--- src/rtl/dout_drain_pkg.sv ---
// Shared definitions for the DDR2 data-out drain controller:
// state encoding and the width helpers used to size the lane logic.
package dout_drain_pkg;

    // Controller states. The pop cycle (RD) is a transient merged into the
    // IDLE->WAIT and SEND->WAIT edges, so it has no encoding of its own.
    typedef enum logic [1:0] {
        ST_IDLE = 2'd0,
        ST_WAIT = 2'd1,
        ST_SEND = 2'd2
    } drain_state_t;

    // Ceiling log2 with a floor of 1, so that a single-lane build still gets
    // a one-bit lane counter.
    function automatic int clog2_min1(input int value);
        int width;
        width = 1;
        for (int i = 1; i < 31; i++) begin
            if (int'(32'd1 << i) < value) begin
                width = i + 1;
            end else begin
                width = width;
            end
        end
        return width;
    endfunction

    // Number of output lanes carried by one FIFO word.
    function automatic int div_of(input int di_width, input int do_width);
        return di_width / do_width;
    endfunction

endpackage

--- src/rtl/dout_lane_shift.sv ---
// Holding register and lane selector for the drain controller.
// A load captures a full FIFO word and presents its first lane on the next
// cycle; each advance presents the following lane. LO_FIRST chooses whether
// the least- or most-significant lane leaves first.
module dout_lane_shift
    import dout_drain_pkg::*;
#(
    parameter int DI_WIDTH = 64,
    parameter int DO_WIDTH = 32,
    parameter bit LO_FIRST = 1'b1
) (
    input  logic                clk,
    input  logic                reset,
    input  logic                load,
    input  logic                advance,
    input  logic [DI_WIDTH-1:0] din,
    output logic [DO_WIDTH-1:0] data_out,
    output logic                last_lane
);

    localparam int DIV    = div_of(DI_WIDTH, DO_WIDTH);
    localparam int LANE_W = clog2_min1(DIV);

    logic [DI_WIDTH-1:0] hold_r;
    logic [LANE_W-1:0]   lane_r;
    logic [LANE_W-1:0]   next_lane_s;
    logic [DO_WIDTH-1:0] data_out_r;
    logic [DO_WIDTH-1:0] hold_lane_s [DIV];
    logic [DO_WIDTH-1:0] din_lane_s  [DIV];
    logic                last_lane_s;

    // Reorder both the incoming word and the held word into send order, so
    // that index 0 is always the first lane to leave.
    for (genvar g = 0; g < DIV; g++) begin : g_lane
        localparam int PHYS = (LO_FIRST != 1'b0) ? g : (DIV - 1 - g);
        assign hold_lane_s[g] = hold_r[PHYS*DO_WIDTH +: DO_WIDTH];
        assign din_lane_s[g]  = din[PHYS*DO_WIDTH +: DO_WIDTH];
    end

    assign next_lane_s = lane_r + LANE_W'(1'b1);
    assign last_lane_s = (lane_r == LANE_W'(DIV - 1));

    // Capture a new word, or step to the next lane of the held word
    always_ff @(posedge clk) begin
        if (reset) begin
            hold_r     <= {DI_WIDTH{1'b0}};
            lane_r     <= {LANE_W{1'b0}};
            data_out_r <= {DO_WIDTH{1'b0}};
        end else if (load) begin
            hold_r     <= din;
            lane_r     <= {LANE_W{1'b0}};
            data_out_r <= din_lane_s[0];
        end else if (advance && !last_lane_s) begin
            hold_r     <= hold_r;
            lane_r     <= next_lane_s;
            data_out_r <= hold_lane_s[next_lane_s];
        end else begin
            hold_r     <= hold_r;
            lane_r     <= lane_r;
            data_out_r <= data_out_r;
        end
    end

    assign data_out  = data_out_r;
    assign last_lane = last_lane_s;

endmodule

--- src/rtl/dout_drain_ctrl.sv ---
// Read-side controller for the 64->32 output FIFO of the DDR2 data-out path.
// Pops one FIFO word at a time, splits it into lanes and hands them to the
// board-side consumer over valid/ready with full backpressure. At most one
// word is ever in flight.
// Optional feature: define DOUT_DRAIN_CNT_EN to add the 32-bit word_cnt port
// counting every accepted output lane.
module dout_drain_ctrl
    import dout_drain_pkg::*;
#(
    parameter int DI_WIDTH = 64,
    parameter int DO_WIDTH = 32,
    parameter bit LO_FIRST = 1'b1
) (
    input  logic                clk,
    input  logic                reset,
    input  logic                enable,
    input  logic                fifo_empty,
    output logic                fifo_rd_en,
    input  logic [DI_WIDTH-1:0] fifo_dout,
    input  logic                fifo_valid,
    output logic [DO_WIDTH-1:0] data_out,
    output logic                dout_vd,
    input  logic                dout_rdy,
    output logic                busy,
    output logic                err_unexp
`ifdef DOUT_DRAIN_CNT_EN
    ,
    output logic [31:0]         word_cnt
`endif
);

    if ((DI_WIDTH % DO_WIDTH) != 0) begin : g_bad_width
        $error("dout_drain_ctrl: DI_WIDTH must be an integer multiple of DO_WIDTH");
    end

    drain_state_t state_r;
    drain_state_t state_nxt_s;
    logic         dout_vd_r;
    logic         dout_vd_nxt_s;
    logic         busy_r;
    logic         err_unexp_r;
    logic         rd_en_s;
    logic         load_s;
    logic         advance_s;
    logic         accept_s;
    logic         last_lane_s;

    assign accept_s = dout_vd_r & dout_rdy;

    // Next state, pop strobe and lane-shifter control
    always_comb begin
        state_nxt_s   = state_r;
        dout_vd_nxt_s = dout_vd_r;
        rd_en_s       = 1'b0;
        load_s        = 1'b0;
        advance_s     = 1'b0;
        case (state_r)
            ST_IDLE: begin
                if (enable && !fifo_empty) begin
                    rd_en_s     = 1'b1;
                    state_nxt_s = ST_WAIT;
                end else begin
                    state_nxt_s = ST_IDLE;
                end
            end
            ST_WAIT: begin
                // No timeout: the FIFO is guaranteed to answer a pop.
                if (fifo_valid) begin
                    load_s        = 1'b1;
                    dout_vd_nxt_s = 1'b1;
                    state_nxt_s   = ST_SEND;
                end else begin
                    state_nxt_s = ST_WAIT;
                end
            end
            ST_SEND: begin
                if (!accept_s) begin
                    state_nxt_s = ST_SEND;
                end else if (!last_lane_s) begin
                    advance_s     = 1'b1;
                    dout_vd_nxt_s = 1'b1;
                    state_nxt_s   = ST_SEND;
                end else if (enable && !fifo_empty) begin
                    // Back-to-back pop on the final lane's handshake.
                    rd_en_s       = 1'b1;
                    dout_vd_nxt_s = 1'b0;
                    state_nxt_s   = ST_WAIT;
                end else begin
                    dout_vd_nxt_s = 1'b0;
                    state_nxt_s   = ST_IDLE;
                end
            end
            default: begin
                dout_vd_nxt_s = 1'b0;
                state_nxt_s   = ST_IDLE;
            end
        endcase
    end

    // State, output-valid, busy and sticky unexpected-data flag
    always_ff @(posedge clk) begin
        if (reset) begin
            state_r     <= ST_IDLE;
            dout_vd_r   <= 1'b0;
            busy_r      <= 1'b0;
            err_unexp_r <= 1'b0;
        end else begin
            state_r     <= state_nxt_s;
            dout_vd_r   <= dout_vd_nxt_s;
            busy_r      <= (state_nxt_s != ST_IDLE);
            err_unexp_r <= err_unexp_r | (fifo_valid & (state_r != ST_WAIT));
        end
    end

    dout_lane_shift #(
        .DI_WIDTH (DI_WIDTH),
        .DO_WIDTH (DO_WIDTH),
        .LO_FIRST (LO_FIRST)
    ) u_lane_shift (
        .clk       (clk),
        .reset     (reset),
        .load      (load_s),
        .advance   (advance_s),
        .din       (fifo_dout),
        .data_out  (data_out),
        .last_lane (last_lane_s)
    );

    // The pop must land in the same cycle as the last-lane handshake, so it is
    // decoded combinationally; reset masks it so no pop escapes during reset.
    assign fifo_rd_en = rd_en_s & ~reset;
    assign dout_vd    = dout_vd_r;
    assign busy       = busy_r;
    assign err_unexp  = err_unexp_r;

`ifdef DOUT_DRAIN_CNT_EN
    logic [31:0] word_cnt_r;

    // Count accepted output lanes; wraps through zero at 32 bits
    always_ff @(posedge clk) begin
        if (reset) begin
            word_cnt_r <= 32'd0;
        end else if (accept_s) begin
            word_cnt_r <= word_cnt_r + 32'd1;
        end else begin
            word_cnt_r <= word_cnt_r;
        end
    end

    assign word_cnt = word_cnt_r;
`endif

endmodule

--- config.mk ---
export PLATFORM = sky130hd
export DESIGN_NAME = dout_drain_ctrl
export DESIGN_NICKNAME = d
export VERILOG_FILES = /design/src/rtl/dout_drain_pkg.sv /design/src/rtl/dout_lane_shift.sv /design/src/rtl/dout_drain_ctrl.sv
export SDC_FILE = /design/constraint.sdc
export NUM_CORES = 1
export LEC_CHECK = 0
export CORE_MARGIN = 8
export CORE_UTILIZATION = 48
export CTS_CLUSTER_DIAMETER = 120
export DETAILED_ROUTE_END_ITERATION = 16
export PLACE_DENSITY = 0.91
export SYNTH_ARGS = -nofsm -noshare
export SYNTH_HDL_FRONTEND = slang
export SYNTH_SLANG_ARGS = --single-unit
--- constraint.sdc ---
create_clock -name clk -period 2.7 [get_ports clk]
set_input_delay 0.81 -clock clk [delete_from_list [all_inputs] [get_ports clk]]
set_output_delay 0.81 -clock clk [all_outputs]
set_load 0.01 [all_outputs]
==> metrics.md, run 1 <==
| Metric | Value |
|---|---|
| Sequential cell area in the final layout | `1401 um^2` |
| Mean routed wirelength per cell | `16.06 um` |
| Total via count after detailed routing | `2917` |
| Clock group share of total power | `44.4%` |
| Crit Path Max Fanout | `2` |
| Worst rel slew slack | `40.77%` |
| Final nets | `530` |
| Area share of the largest cell type after synthesis | `45.49%` |
| Worst reg2reg path startpoint | `state_r[0]$_SDFF_PP0_` |
| Startpoint Class | `input pin` |
| Required time at the worst-slack endpoint | `1.89 ns` |
| Pin count of the biggest net entering global routing | `70` |
| Biggest area consumer among synthesized cells | `sky130_fd_sc_hd__dfxtp_1` |
| Global-route track usage on met1 | `21.17%` |
| Total number of H-tree levels | `3` |
| Total inserted antenna cells | `0` |
| Clock-pin slew on the worst setup and hold paths | `0.07 ns` |
| Worst slew pin tran | `0.8884 ns` |
| Initial detailed-routing violation count | `146` |
| Placeable core region | `6277 um^2` |
| Netlist area before placement | `3080 um^2` |
| Synthesized-area fraction occupied by adder cells | `1.625%` |
| Detailed Route WL | `8642 um` |
| Switching power as a share of total power | `21.43%` |
| Post-CTS setup-driven buffer insertion count | `0` |
| Final cycle utilization of the critical path | `97.29%` |
| Drt pass-1 iters | `4` |
| Cell Pwr Density | `576.6 nW/um^2` |
| Worst-case setup slack after placement | `-0.2722 ns` |
| Top cells by instance count after synthesis | `sky130_fd_sc_hd__dfxtp_1 (70), sky130_fd_sc_hd__nand2_1 (68), sky130_fd_sc_hd__nor3_1 (64)` |
| RePlAce Congestion | `0.7546` |
| Die X | `96.11 um` |
| Number of buffers created by CTS | `9` |
| Hold path startpoint | `u_lane_shift.hold_r[39]$_SDFFE_PP0N_` |
| Reg power frac | `43.2%` |
| Wire length of the first global-routing pass | `14010 um` |
| TritonCTS clock tree | `built` |
| Hold Violations, Final | `0` |
| Syn. warnings | `0` |
| Hold path endpoint | `u_lane_shift.hold_r[39]$_SDFFE_PP0N_` |
| Half-perimeter wire length of the detailed placement result | `5904 um` |
| Cells after Synth | `370` |
| Hold buffer count at CTS | `0` |
| Clock Path Buffers | `2` |
| Area used by multi-input combinational logic | `1448 um^2` |
| Worst reg2reg endpoint | `u_lane_shift.data_out[6]$_SDFFE_PP0P_` |
| Setup Viol. Count Final | `0` |
| Net switching power figure | `0.5412 mW` |
| Fillers | `486` |
| Count of state elements after synthesis | `70` |
| Area of the die | `9237 um^2` |
| Initial antenna violation count | `0` |
| Post-synthesis share of cell area spent on xor and xnor gates | `0%` |
| Worst endpoint data arrival time | `1.82 ns` |
| Master cell of the clock root buffer | `sky130_fd_sc_hd__clkbuf_8` |
| Critical Path Sink Type | `primary output` |
| Fin Clk Skew | `0.006569 ns` |
| Most used flip-flop cell after synthesis | `sky130_fd_sc_hd__dfxtp_1` |
| Total track usage | `19.19%` |
| Worst hold-check slack | `0.4571 ns` |
| Proportion of layout cells with a drive suffix above 1 | `13.67%` |
| Port bufs | `105` |
| Largest family of logic cells by synthesized area | `simple AND/OR/NAND/NOR gates` |
| Insertion delay to the later sink of the worst-skew pair | `0.33 ns` |
| Initial core utilization | `49.07%` |
| Cell leakage power | `1.551 nW` |
| Leading post-synthesis cells by cell area | `sky130_fd_sc_hd__dfxtp_1 (45%), sky130_fd_sc_hd__nor4_2 (12%), sky130_fd_sc_hd__nor3_1 (10%), sky130_fd_sc_hd__nand2_1 (8.3%), sky130_fd_sc_hd__a21oi_1 (5.7%)` |
| Hold Crit Depth | `2` |
| Vias per Instance | `5.422` |
| Portion of netlist area occupied by mux cells | `0%` |
| Critical setup path kind | `input pin to primary output` |
| Post-layout utilization of the core | `69.76%` |
| PnR Total Power | `2.525 mW` |
| Post-synthesis cell type count | `27` |
| Worst setup startpoint | `dout_rdy` |
| Flop-to-flop setup slack | `0.99 ns` |
| RSZ-0062 raised after global routing | `no` |
| Met3 track demand over resource in global routing | `5.928%` |
| Number of enable flip-flop cells after synthesis | `0` |
| Relative contribution of combinational cells to total power | `12.5%` |
| Gr ovfl total | `0` |
| Clock tree sinks | `70` |
| Simple-gate share of the synthesized area | `37.81%` |
| Path depth of the worst reg2reg path | `6` |
| Post-Synthesis Mean Instance Area | `8.326 um^2` |
| Kind of path behind the tightest hold check | `flip-flop to flip-flop` |
| Most used standard cell by instance count after synthesis | `sky130_fd_sc_hd__dfxtp_1` |
| Post-layout min period | `2.627 ns` |
| Row Count | `29` |
| Status | `finished, final reports clean` |
| Final routed DRC violation total | `0` |
| Most Crowded Layer GR | `met2` |
| Via count of the first global-routing pass | `3017` |
| Synth async-reset ratio | `0%` |
| Setup TNS | `0 ns` |
| Io pins | `106` |
| Least setup slack across all paths after layout | `0.07315 ns` |
| Syn_nets | `444` |
| Layout overhead on the synthesized area | `42.16%` |
| VDD IR-drop max | `0.4486 mV` |
| Final Max Slew Viols | `0` |
| Internal | `1.984 mW` |
| Number of nets with antenna violations after routing | `0` |
| GR Layer Usage met2 | `33.71%` |
| Floorplan die height | `96.11 um` |
| Highest achievable clock rate | `380.7 MHz` |
| Fraction of the mapped netlist area in compound gates | `7.352%` |
| Max-cap check violation count | `0` |
| Portion of the post-synthesis area used by sequential elements | `45.49%` |
## layout make-up
cell class              instances  share of cell area [%]
repair buffers                116                   26.23
clock buffers                  10                   3.143
inverters                       4                  0.3429
flip-flops and latches         70                   32.00
well taps                      77                   2.200
clock inverters                 6                   3.029
multi-input cells             255                   33.06
## power groups by stage
| stage | clock network (mW) | logic [mW] | registers, mW |
|---|---|---|---|
| after floorplan | 0 | 0.129 | 1.12 |
| after global placement | 0 | 0.305 | 1.11 |
| after detailed placement | 0 | 0.312 | 1.11 |
| after CTS | 1.14 | 0.317 | 1.09 |
| after global routing | 1.19 | 0.340 | 1.09 |
| final | 1.12 | 0.315 | 1.09 |
## stage by stage
step	instances	area, um^2
2_1_floorplan	370	3080
3_3_place_gp	522	4111
3_5_place_dp	522	4111
4_1_cts	538	4384
5_1_grt	538	4379
6_report	538	4379
## repair_timing
action	in CTS	in global routing
cloned	0	0
resized for setup	3	1
setup endpoints to repair	1	1
pin swaps	0	1
## worst max-delay path by stage
stage,slack [ns],cells after the start,end
global placement,-0.26,5,fifo_rd_en
floorplan,0.63,3,fifo_rd_en
finish,0.07,5,fifo_rd_en
CTS,0.02,5,fifo_rd_en
detailed placement,-0.27,5,fifo_rd_en
global route,0.01,5,fifo_rd_en
## registers in the layout (all words and copies together), names as in the netlist
name                    count
u_lane_shift.data_out      32
u_lane_shift.hold_r        32
state_r                     2
busy                        1
dout_vd                     1
err_unexp                   1
u_lane_shift.last_lane      1
## layout by cell type (no fill, tap or decap), types with 3 or more instances in the layout
cell type / instances
sky130_fd_sc_hd__clkbuf_8: 10
sky130_fd_sc_hd__dfxtp_1: 70
sky130_fd_sc_hd__a21oi_1: 35
sky130_fd_sc_hd__nand2_1: 67
sky130_fd_sc_hd__clkdlybuf4s50_1: 103
sky130_fd_sc_hd__bufinv_16: 4
sky130_fd_sc_hd__nor3_1: 64
sky130_fd_sc_hd__ha_1: 4
sky130_fd_sc_hd__nor4_2: 30
sky130_fd_sc_hd__nor2_1: 35
sky130_fd_sc_hd__nand2b_1: 3
sky130_fd_sc_hd__inv_1: 4
sky130_fd_sc_hd__buf_4: 9
## worst max-delay path, cell delays in order
cell	delay, ns
sky130_fd_sc_hd__clkdlybuf4s50_1	0.50
sky130_fd_sc_hd__a41o_1	0.19
sky130_fd_sc_hd__nand2_1	0.08
sky130_fd_sc_hd__nor2_1	0.10
sky130_fd_sc_hd__clkbuf_2	0.14
## cell families after synthesis
| family | count (synthesis) |
|---|---|
| and+or+nand+nor | 209 |
| DFF | 70 |
| buffers and inverters | 45 |
| AOI/OAI and AO/OA | 42 |
| adders and majority gates | 4 |
## layer usage
layer	wire [um]	vias up	share of wire, %
met4	140	0	1.6
met1	3440	1388	40
met2	4419	85	51
met3	642	13	7.4
met5	0	-	0
li1	-	1431	-
Power figures use the tool's default switching activity.
==> inputs of run 2 (changes only) <==
PLACE_DENSITY = 0.9   (was 0.91)
RECOVER_POWER = 100   (was not set)
SYNTH_HIERARCHICAL = 1   (was not set)
==> run 2 against run 1 <==
  * Cell count fell by 4.5%
  * Clock skew rose by 0.0069 ns
  * Largest power group is now sequential cells
  * Worst setup slack improved by 0.0091 ns
  * Die area rose by 5.4%
  * Largest cell class is now registers
  * First-iteration DRC count decreased by 49%
  * Area after synthesis increased by 6.5%
  * The run now ends with capacitance limit, slew limit left
  * Total power fell by 15%
  * Critical endpoint unchanged
  * Combinational power shrank 2%
  * Non-clock buffer count up 3
  * Fmax grew 0.35%
  * Sequential share of layout area down 0.17 points
  * Utilization decreased by 4.2 points
==> metrics.md, run 2 <==
| Metric | Value |
|---|---|
| Initial antenna violation count | `0 (unchanged)` |
| Cell Pwr Density | `487.8 nW/um^2 (was 576.6 nW/um^2)` |
| Syn. warnings | `6 (was 0)` |
| Number of buffers created by CTS | `9 (unchanged)` |
| Fillers | `543 (was 486)` |
| Critical-path top delay cell | `sky130_fd_sc_hd__clkdlybuf4s50_1 (unchanged)` |
| Portion of the post-synthesis area used by sequential elements | `42.70% (was 45.49%)` |
| Count of state elements after synthesis | `70 (unchanged)` |
| Cell leakage power | `1.762 nW (was 1.551 nW)` |
| Critical Path, Cell by Cell | `clkdlybuf4s50_1 -> a41o_2 -> nand2_1 -> nor2_1 -> clkbuf_1 (was clkdlybuf4s50_1 -> a41o_1 -> nand2_1 -> nor2_1 -> clkbuf_2)` |
| Floorplan die height | `98.69 um (was 96.11 um)` |
| Final Max Slew Viols | `72 (was 0)` |
| Hold Crit Depth | `2 (unchanged)` |
| Proportion of layout cells with a drive suffix above 1 | `11.98% (was 13.67%)` |
| Count of instances resized after the clock tree is built | `3 (unchanged)` |
| Worst setup startpoint | `dout_rdy (unchanged)` |
| RSZ-0062 raised after global routing | `no (unchanged)` |
| Number of enable flip-flop cells after synthesis | `0 (unchanged)` |
| Detailed Route WL | `7753 um (was 8642 um)` |
| Fin Clk Skew | `0.01346 ns (was 0.006569 ns)` |
| Worst endpoint data arrival time | `1.81 ns (was 1.82 ns)` |
| Via count of the first global-routing pass | `2803 (was 3017)` |
| Synth async-reset ratio | `0% (unchanged)` |
| Kind of cell adding the most delay to the critical path | `buffers and inverters (unchanged)` |
| Area share of the largest cell type after synthesis | `42.70% (was 45.49%)` |
| Wire length of the first global-routing pass | `12990 um (was 14010 um)` |
| Hold buffer count at CTS | `0 (unchanged)` |
| Hold path startpoint | `err_unexp$_SDFF_PP0_ (was u_lane_shift.hold_r[39]$_SDFFE_PP0N_)` |
| Half-perimeter wire length of the detailed placement result | `5694 um (was 5904 um)` |
| Number of nets with antenna violations after routing | `0 (unchanged)` |
| Biggest area consumer among synthesized cells | `sky130_fd_sc_hd__dfxtp_1 (unchanged)` |
| Cells after Synth | `328 (was 370)` |
| Critical setup path kind | `input pin to primary output (unchanged)` |
| Total inserted antenna cells | `0 (unchanged)` |
| Total via count after detailed routing | `2683 (was 2917)` |
| CP peak stage delay | `0.49 ns (was 0.50 ns)` |
| Final design area excluding fillers | `4403 um^2 (was 4379 um^2)` |
| Post-layout min period | `2.618 ns (was 2.627 ns)` |
| Final routed DRC violation total | `0 (unchanged)` |
| Final cycle utilization of the critical path | `96.95% (was 97.29%)` |
| Master cell of the clock root buffer | `sky130_fd_sc_hd__clkbuf_8 (unchanged)` |
| RePlAce Congestion | `0.8277 (was 0.7546)` |
| Area of the die | `9739 um^2 (was 9237 um^2)` |
| Layout overhead on the synthesized area | `34.16% (was 42.16%)` |
| Clock Path Buffers | `2 (unchanged)` |
| VDD IR-drop max | `0.2518 mV (was 0.4486 mV)` |
| Final nets | `503 (was 530)` |
| Initial detailed-routing violation count | `75 (was 146)` |
| Worst rel slew slack | `-2.723% (was 40.77%)` |
| Insertion delay to the later sink of the worst-skew pair | `0.34 ns (was 0.33 ns)` |
| Clock-pin slew on the worst setup and hold paths | `0.08 ns (was 0.07 ns)` |
| Port bufs | `105 (unchanged)` |
| Mean routed wirelength per cell | `15.08 um (was 16.06 um)` |
| Clock tree sinks | `70 (unchanged)` |
| Most used standard cell by instance count after synthesis | `sky130_fd_sc_hd__dfxtp_1 (unchanged)` |
| Leading cell types in the layout, fill and taps excluded | `sky130_fd_sc_hd__dfxtp_1 (70), sky130_fd_sc_hd__clkdlybuf4s50_1 (68), sky130_fd_sc_hd__nor3_1 (67), sky130_fd_sc_hd__inv_1 (38) (was sky130_fd_sc_hd__clkdlybuf4s50_1 (103), sky130_fd_sc_hd__dfxtp_1 (70), sky130_fd_sc_hd__nand2_1 (67), sky130_fd_sc_hd__nor3_1 (64))` |
| Netlist area before placement | `3282 um^2 (was 3080 um^2)` |
| Most used flip-flop cell after synthesis | `sky130_fd_sc_hd__dfxtp_1 (unchanged)` |
| Required time at the worst-slack endpoint | `1.89 ns (about the same)` |
| Row Count | `30 (was 29)` |
| Commonest non-fill, non-tap cell in the layout | `sky130_fd_sc_hd__dfxtp_1 (was sky130_fd_sc_hd__clkdlybuf4s50_1)` |
| Total number of H-tree levels | `3 (unchanged)` |
| Top cells by instance count after synthesis | `sky130_fd_sc_hd__dfxtp_1 (70), sky130_fd_sc_hd__nor3_1 (67), sky130_fd_sc_hd__inv_1 (38) (was sky130_fd_sc_hd__dfxtp_1 (70), sky130_fd_sc_hd__nand2_1 (68), sky130_fd_sc_hd__nor3_1 (64))` |
| Drt pass-1 iters | `6 (was 4)` |
| Post-CTS setup-driven buffer insertion count | `0 (unchanged)` |
| Flop-to-flop setup slack | `0.60 ns (was 0.99 ns)` |
| Placed cell areas | `4323 um^2 (was 4111 um^2)` |
| Crit Path Max Fanout | `2 (unchanged)` |
| Path depth of the worst reg2reg path | `7 (was 6)` |
| Gr ovfl total | `0 (unchanged)` |
| Kind of path behind the tightest hold check | `flip-flop to flip-flop (unchanged)` |
| Worst slew pin tran | `1.541 ns (was 0.8884 ns)` |
| Status | `finished, violations left (was finished, final reports clean)` |
| Placeable core region | `6719 um^2 (was 6277 um^2)` |
| Violated checks | `capacitance limit, slew limit` |
| Initial core utilization | `48.85% (was 49.07%)` |
| Sum of buffers and inverters on the critical path | `2 (unchanged)` |
| Leading post-synthesis cells by cell area | `sky130_fd_sc_hd__dfxtp_1 (43%), sky130_fd_sc_hd__a2111oi_2 (15%), sky130_fd_sc_hd__nor3_1 (10%), sky130_fd_sc_hd__mux2i_1 (9.8%), sky130_fd_sc_hd__inv_1 (4.3%) (was sky130_fd_sc_hd__dfxtp_1 (45%), sky130_fd_sc_hd__nor4_2 (12%), sky130_fd_sc_hd__nor3_1 (10%), sky130_fd_sc_hd__nand2_1 (8.3%), sky130_fd_sc_hd__a21oi_1 (5.7%))` |
| Logic depth of the worst path, buffers included | `5 (unchanged)` |
| Max-cap check violation count | `1 (was 0)` |
| Pin count of the biggest net entering global routing | `72 (was 70)` |
| Post-synthesis cell type count | `28 (was 27)` |
| Io pins | `106 (unchanged)` |
| Vias per Instance | `5.220 (was 5.422)` |
| Critical Path Sink Type | `primary output (unchanged)` |
| Setup Viol. Count Final | `0 (unchanged)` |
| Hold Violations, Final | `0 (unchanged)` |
| Die X | `98.69 um (was 96.11 um)` |
| TritonCTS clock tree | `built (unchanged)` |
| Post-layout utilization of the core | `65.53% (was 69.76%)` |
| Total track usage | `16.05% (was 19.19%)` |
| Startpoint Class | `input pin (unchanged)` |
| Worst reg2reg path startpoint | `state_r[0]$_SDFF_PP0_ (unchanged)` |
| Highest achievable clock rate | `382.0 MHz (was 380.7 MHz)` |
| Post-Synthesis Mean Instance Area | `10.01 um^2 (was 8.326 um^2)` |
| Syn_nets | `402 (was 444)` |
run 2: cell types whose count changed in the layout (fill, tap and decap cells not counted), sizes merged, moves of 32 or more:
cell | previous run | this run
dlygate4sd3 | 0 | 35
mux2i | 0 | 32
inv | 4 | 38
clkdlybuf4s50 | 103 | 68
nor4 | 32 | 0
a21oi | 35 | 3
nand2 | 68 | 3
a2111oi | 0 | 33
run 2: logic make-up (layout without fill, tap and decap cells):
family                     count (synthesis)  count (layout)  synth area share, %
and+or+nand+nor                          114             114                16.93
DFF                                       70              70                42.70
buffers and inverters                     67             173                12.35
AOI/OAI and AO/OA                         41              41                16.74
muxes                                     32              32                9.760
adders and majority gates                  4               4                1.525
run 2: routing by layer:
| metal | vias to the layer above | track usage [%] | part of all wire [%] |
|---|---|---|---|
| li1 | 1355 | - | - |
| met1 | 1234 | 17.60 | 42 |
| met2 | 81 | 28.57 | 51 |
| met3 | 13 | 4.581 | 5.6 |
| met4 | 0 | 6.139 | 1.4 |
| met5 | - | 0 | 0 |
run 2: report_power, final:
group	internal (mW)	total (mW)	switching, mW
Combinational	0.182	0.310	0.128
Sequential	1.07	1.09	0.0196
Clock	0.359	0.748	0.389
Total	1.61	2.15	0.537
run 2: through the flow:
stage / hold WS, ns / instances / worst slack (ns) / TNS [ns] / power [mW]
floorplan: 0.4617 / 328 / 0.7045 / 0 / 1.276
global placement: 0.4565 / 498 / -0.2490 / -0.2490 / 1.443
detailed placement: 0.4697 / 498 / -0.2938 / -0.4562 / 1.452
CTS: 0.5014 / 514 / 0.01521 / 0 / 2.197
global route: 0.5303 / 514 / 0.04242 / 0 / 2.243
finish: 0.4901 / 514 / 0.08227 / 0 / 2.148
run 2: tightest hold or removal path, stage by stage (launching register included):
cell and delay, ns:
sky130_fd_sc_hd__dfxtp_1 0.33, sky130_fd_sc_hd__a21oi_1 0.04, sky130_fd_sc_hd__nor2_1 0.08
run 2: worst paths after layout:
path,endpoint
worst max-delay path,fifo_rd_en
worst min-delay path,err_unexp$_SDFF_PP0_
worst max register to register,u_lane_shift/data_out[16]$_SDFFE_PP0P_
worst min register to register,err_unexp$_SDFF_PP0_
run 2: cell type report:
class | count | area, um^2 | share of cell area (%)
Timing Repair Buffer | 119 | 1187 | 26.97
Clock buffer | 11 | 141.4 | 3.211
Inverter | 38 | 142.6 | 3.240
Sequential cell | 70 | 1401 | 31.83
Tap cell | 80 | 100.1 | 2.273
Clock inverter | 5 | 35.03 | 0.7957
Multi-Input combinational cell | 191 | 1395 | 31.69
